## src/rtl/cell_mux_pkg.sv

```systemverilog
// Shared types and constants for the cell-mux page scanner and its MISR.
package cell_mux_pkg;

  localparam int PAGE_W = 6;
  localparam int IN_W   = 6;
  localparam int OUT_W  = 8;

  // Feedback taps on sig[7], sig[5], sig[4], sig[3]
  localparam logic [OUT_W-1:0] MISR_TAPS = 8'b1011_1000;

  typedef enum logic [1:0] {
    IDLE   = 2'd0,
    SETTLE = 2'd1,
    SAMPLE = 2'd2,
    DONE   = 2'd3
  } scan_state_t;

  function automatic logic [OUT_W-1:0] misr_step(input logic [OUT_W-1:0] sig,
                                                 input logic [OUT_W-1:0] data);
    return {sig[OUT_W-2:0], ^(sig & MISR_TAPS)} ^ data;
  endfunction

endpackage

```

## src/rtl/scan_misr8.sv

```systemverilog
// 8-bit multiple-input signature register folding one cell-mux sample per enable.
module scan_misr8
  import cell_mux_pkg::*;
(
  input  logic             clk,
  input  logic             rst_n,
  input  logic             clear,
  input  logic             enable,
  input  logic [OUT_W-1:0] data,
  output logic [OUT_W-1:0] sig
);

  always_ff @(posedge clk or negedge rst_n) begin
    if (!rst_n) begin
      sig <= '0;
    end else if (clear) begin
      sig <= '0;
    end else if (enable) begin
      sig <= misr_step(sig, data);
    end
  end

endmodule

```

## src/rtl/cell_mux_scanner.sv

```systemverilog
// Steps a cell mux through a page range, settling dwell+1 cycles per page and strobing one sample each.
// Define SCAN_SIGNATURE_EN to compress the samples into an 8-bit MISR signature; otherwise it reads 0.
//
//   state  | meaning
//   IDLE   | waiting for start; outputs hold their last values
//   SETTLE | page applied, settle counter running down to 0
//   SAMPLE | capture cm_out, then advance page or finish
//   DONE   | single cycle that raises done on the way back to IDLE
module cell_mux_scanner
  import cell_mux_pkg::*;
#(
  parameter int DWELL_W = 4
) (
  input  logic               clk,
  input  logic               rst_n,
  input  logic               start,
  input  logic               abort,
  input  logic [PAGE_W-1:0]  page_lo,
  input  logic [PAGE_W-1:0]  page_hi,
  input  logic [IN_W-1:0]    in_vec,
  input  logic [DWELL_W-1:0] dwell,
  output logic [PAGE_W-1:0]  cm_page,
  output logic [IN_W-1:0]    cm_in,
  input  logic [OUT_W-1:0]   cm_out,
  output logic               busy,
  output logic               done,
  output logic               sample_valid,
  output logic [PAGE_W-1:0]  sample_page,
  output logic [OUT_W-1:0]   sample_data,
  output logic [OUT_W-1:0]   signature
);

  scan_state_t        state_q, state_d;
  logic [DWELL_W-1:0] cnt_q, cnt_d;
  logic [DWELL_W-1:0] dwell_q;
  logic [PAGE_W-1:0]  page_hi_q;
  logic               launch, advance, capture, finish;

  always_ff @(posedge clk or negedge rst_n) begin
    if (!rst_n) begin
      state_q <= IDLE;
      cnt_q   <= '0;
    end else begin
      state_q <= state_d;
      cnt_q   <= cnt_d;
    end
  end

  always_comb begin
    state_d = state_q;
    cnt_d   = cnt_q;
    launch  = 1'b0;
    advance = 1'b0;
    capture = 1'b0;
    finish  = 1'b0;
    if (abort) begin
      // Abort suppresses every side effect of the current state, including a pending sample or done.
      state_d = IDLE;
      cnt_d   = '0;
    end else begin
      case (state_q)
        IDLE: begin
          if (start) begin
            launch  = 1'b1;
            cnt_d   = dwell;
            state_d = SETTLE;
          end
        end
        SETTLE: begin
          if (cnt_q == '0) begin
            state_d = SAMPLE;
          end else begin
            cnt_d = cnt_q - 1'b1;
          end
        end
        SAMPLE: begin
          capture = 1'b1;
          if (cm_page == page_hi_q) begin
            state_d = DONE;
          end else begin
            advance = 1'b1;
            cnt_d   = dwell_q;
            state_d = SETTLE;
          end
        end
        DONE: begin
          finish  = 1'b1;
          state_d = IDLE;
        end
        default: begin
          state_d = IDLE;
          cnt_d   = '0;
        end
      endcase
    end
  end

  assign busy = (state_q != IDLE);

  always_ff @(posedge clk or negedge rst_n) begin
    if (!rst_n) begin
      page_hi_q    <= '0;
      dwell_q      <= '0;
      cm_page      <= '0;
      cm_in        <= '0;
      sample_valid <= 1'b0;
      sample_page  <= '0;
      sample_data  <= '0;
      done         <= 1'b0;
    end else begin
      sample_valid <= capture;
      done         <= finish;
      if (launch) begin
        page_hi_q <= page_hi;
        dwell_q   <= dwell;
        cm_page   <= page_lo;
        cm_in     <= in_vec;
      end
      // Natural 6-bit wrap gives the page_lo..63, 0..page_hi scan order.
      if (advance) begin
        cm_page <= cm_page + 6'd1;
      end
      if (capture) begin
        sample_page <= cm_page;
        sample_data <= cm_out;
      end
    end
  end

`ifdef SCAN_SIGNATURE_EN
  scan_misr8 u_misr (
    .clk    (clk),
    .rst_n  (rst_n),
    .clear  (launch),
    .enable (capture),
    .data   (cm_out),
    .sig    (signature)
  );
`else
  assign signature = '0;
`endif

endmodule
```

## config.mk

```make
export PLATFORM = sky130hd
export DESIGN_NAME = cell_mux_scanner
export DESIGN_NICKNAME = d
export VERILOG_FILES = /design/src/rtl/cell_mux_pkg.sv /design/src/rtl/scan_misr8.sv /design/src/rtl/cell_mux_scanner.sv
export SDC_FILE = /design/constraint.sdc
export NUM_CORES = 1
export LEC_CHECK = 0
export CORE_AREA = 2 2 78 80
export CTS_BUF_LIST = sky130_fd_sc_hd__clkbuf_16
export DETAILED_ROUTE_END_ITERATION = 12
export DIE_AREA = 0 0 80 82
export PLACE_DENSITY_LB_ADDON = 0.05
export SKIP_CTS_REPAIR_TIMING = 1
export SYNTH_ARGS = -nofsm -noshare
export SYNTH_HDL_FRONTEND = slang
export SYNTH_SLANG_ARGS = --single-unit
export TNS_END_PERCENT = 100
```

## constraint.sdc

```tcl
create_clock -name clk -period 1.56 [get_ports clk]
set_input_delay 0.234 -clock clk [delete_from_list [all_inputs] [get_ports clk]]
set_output_delay 0.234 -clock clk [all_outputs]
set_load 0.02 [all_outputs]
```

==> impl_metrics.py <==
metrics = {
    "route": {
        "finalWirelength_mm": 5.64,
        "detail_route.wl_per_cell_um": 12.9,
        "route.vias.total": 2050,
        "postRouteAntennaNets": 0,
        "first_drt_pass_iteration_count": 4,
        "drt_first_iter_violations": 56,
        "drc": 0,
        "vias_per_cell": 4.68,
    },
    "clock_tree": {
        "cts.root.buffer_cell": "clkbuf_16",
        "clock_insertion_delay_worst_skew_ps": 280,
        "clock_sink_count": 44,
        "cts-htree-levels": 2,
        "cts_max_path_buffers": 2,
        "tritoncts.num_buffers": 5,
        "tritoncts": "built",
        "path_clk_slew_ps": 60,
    },
    "synthesis": {
        "netlist_area_sq_um": 2310,
        "synthesis.instances": 260,
        "portion_of_the_post_synthesis_area_used_by_sequential_elements": 0.476,
        "synth-edff-count": 0,
        "synth.cells.most_frequent": "nand2_1, dfrtp_1, nor2_1",
        "yosys.cell_types.count": 44,
        "register_bit_total_from_synthesis": 44,
        "synth-async-reset-ratio": 1.00,
        "yosys-top-cells-area": "dfrtp_1, nand2_1, ha_1",
        "synth_most_common_cell": "nand2_1",
        "area_share_of_the_largest_cell_type_after_synthesis": 0.476,
        "yosys.area.top_type": "dfrtp_1",
        "syn_area_per_cell_sq_um": 8.89,
        "dominantRegCellSynth": "dfrtp_1",
        "synth_warnings": 0,
    },
    "power": {
        "power.ir.vdd_worst_v": 0.00102,
        "sw_frac_of_total": 0.388,
        "clock_power_share": 0.152,
        "p_leak_nw": 1.82,
        "power_internal_mw": 4.71,
        "p_seq_frac": 0.265,
        "report.power.total_mw": 7.70,
        "power-per-cell-area_nw_per_um2": 2080,
        "total_switching_power_mw": 2.99,
        "comb_power_share": 0.583,
    },
    "grt": {
        "grt_start_max_net_pins": 45,
        "total_global_route_track_usage": 0.174,
        "grt-ovfl-total": 0,
        "antenna_found_initial": 0,
        "first_pass_grt_wire_length_mm": 8.80,
        "grt_pass1_vias": 1854,
    },
    "setup_path": {
        "timing.critical_path.from_type": "flop",
        "worstSetupEndpointType": "flop",
        "crit_required_ps": 1770,
        "cp.arrival_ps": 1850,
        "setup.worst_path.class": "reg -> reg",
        "critical_path.max_fanout": 6,
    },
    "finish": {
        "stdcell_area_sq_um": 3690,
        "final.fill_count": 493,
        "antenna_cells_inserted": 0,
        "total_number_of_nets_in_the_final_design": 403,
        "layoutNonFillerInstCount": 438,
        "finalCoreUtilization": 0.643,
        "final_layout_size_suffix_gt1_frac": 0.251,
        "area_delta_synth_final_pct": 59.9,
    },
    "timing": {
        "unrepaired_setup_endpoints_after_global_routing": "yes",
        "maximum_clock_frequency_mhz": 611,
        "final-max-slew-violation-count": 0,
        "setup_viol": 4,
        "timing.final.crit_share": 1.05,
        "layout_min_cycle_time_ps": 1640,
        "setup_tns_ps": -184,
        "layout_setup_ws_ps": -76.3,
        "timing_hold_violations_final": 0,
        "fin_worst_skew_ps": 6.13,
        "whs_ps": 456,
    },
    "die": {
        "rows": 28,
        "ios": 71,
        "die_x_um": 80,
        "placeableCoreArea_sq_um": 5750,
        "die_area_sq_um": 6560,
        "vertical_extent_of_the_die_um": 82,
        "start_util": 0.402,
    },
    "placed_design": {
        "place_congestion": 0.827,
        "dpl.cell_count": 419,
        "place_ws_ps": -259,
        "post_dp_cell_area_sq_um": 3220,
        "numPortBuffers": 62,
        "detailed_place_hpwl_mm": 3.95,
    },
    "outcome": {
        "failed_checks": "setup timing",
        "result_of_the_run": "complete, but fails checks",
    },
    "flow_run": {
        "max_cap_viol_count": 0,
    },
    "min_path": {
        "worst_hold_class": "in -> async",
    },
}
==> area by class of cell <==
type                       instances  area (sq um)  area share
clock buffer                       5           125      0.0339
clock inverter                     3          38.8      0.0105
inverter                           7          26.3     0.00711
multi-input combinational        198          1310       0.354
sequential                        44          1110       0.299
tap                               75          93.8      0.0254
timing repair buffer             106           997       0.270
==> logic make-up after synthesis <==
logic type | share of synthesized area
AND/OR/NAND/NOR | 0.261
flip-flops | 0.476
buffers and inverters | 0.0601
AO/OA/AOI/OAI | 0.0839
XOR/XNOR | 0.0552
adder cells (fa/ha/maj) | 0.0379
multiplexers | 0.0238
other | 0.00162
==> worst max-delay path: stages, from the launching register on <==
cell and delay, ps:
dfrtp_1 390, inv_2 120, ha_4 200, nand2_4 70
a32oi_4 230, o21ai_4 120, a311o_1 310, a21oi_2 130
==> flip-flops by register name, summed over array words and instances (netlist names) <==
register / cells
sample_valid: 1
page_hi_q: 6
state_q: 2
sample_page: 6
cm_in: 6
cm_page: 6
done: 1
cnt_q: 4
dwell_q: 4
sample_data: 8
==> power by group through the flow <==
stage / logic, mW / registers, mW / clock network [mW]
2_1_floorplan: 1.77 / 2.44 / 0
3_3_place_gp: 3.71 / 2.03 / 0
3_5_place_dp: 3.74 / 2.04 / 0
4_1_cts: 3.76 / 2.02 / 1.19
5_1_grt: 4.91 / 2.10 / 1.24
6_report: 4.49 / 2.04 / 1.17
==> per-layer routing <==
metal	up-vias	global-route usage	wire length, um
li1	1037	-	-
met5	-	0	0
met4	0	0.0508	68
met1	958	0.246	2620
met3	7	0.0363	258
met2	48	0.269	2690
==> path summary, 6_finish.rpt <==
kind | from | cells after the start | slack (ps) | to
setup / recovery | state_q[0] | 7 | -80 | cnt_q[2]
hold / removal | rst_n | 3 | 460 | sample_data[1]
setup reg to reg | state_q[0] | 7 | -80 | cnt_q[2]
hold reg to reg | sample_page[1] | 2 | 470 | sample_page[1]
max in group asynchronous | rst_n | 3 | 870 | cm_page[1]
min in group clk | page_hi[3] | 3 | 470 | page_hi_q[3]
==> layout by cell type (no fill, tap or decap), types with 2 or more instances in the layout <==
cell	count
clkdlybuf4s50_1	54
a21oi_1	3
a211o_1	3
nand2_4	3
buf_4	37
clkbuf_16	5
ha_2	2
a22oi_1	3
a21oi_2	3
ha_1	3
xnor2_1	2
dlymetal6s2s_1	7
nand2b_4	2
xnor2_2	4
ha_4	2
xnor2_4	2
buf_6	5
xor2_1	4
nor3_1	2
a31oi_1	2
conb_1	8
inv_2	2
dfrtp_1	40
dfrtp_2	4
nand2_1	102
inv_1	6
mux2i_1	4
nor2_1	12
nand3b_4	2
nand3_1	6
Note: power is estimated with default switching activity, not from simulation.
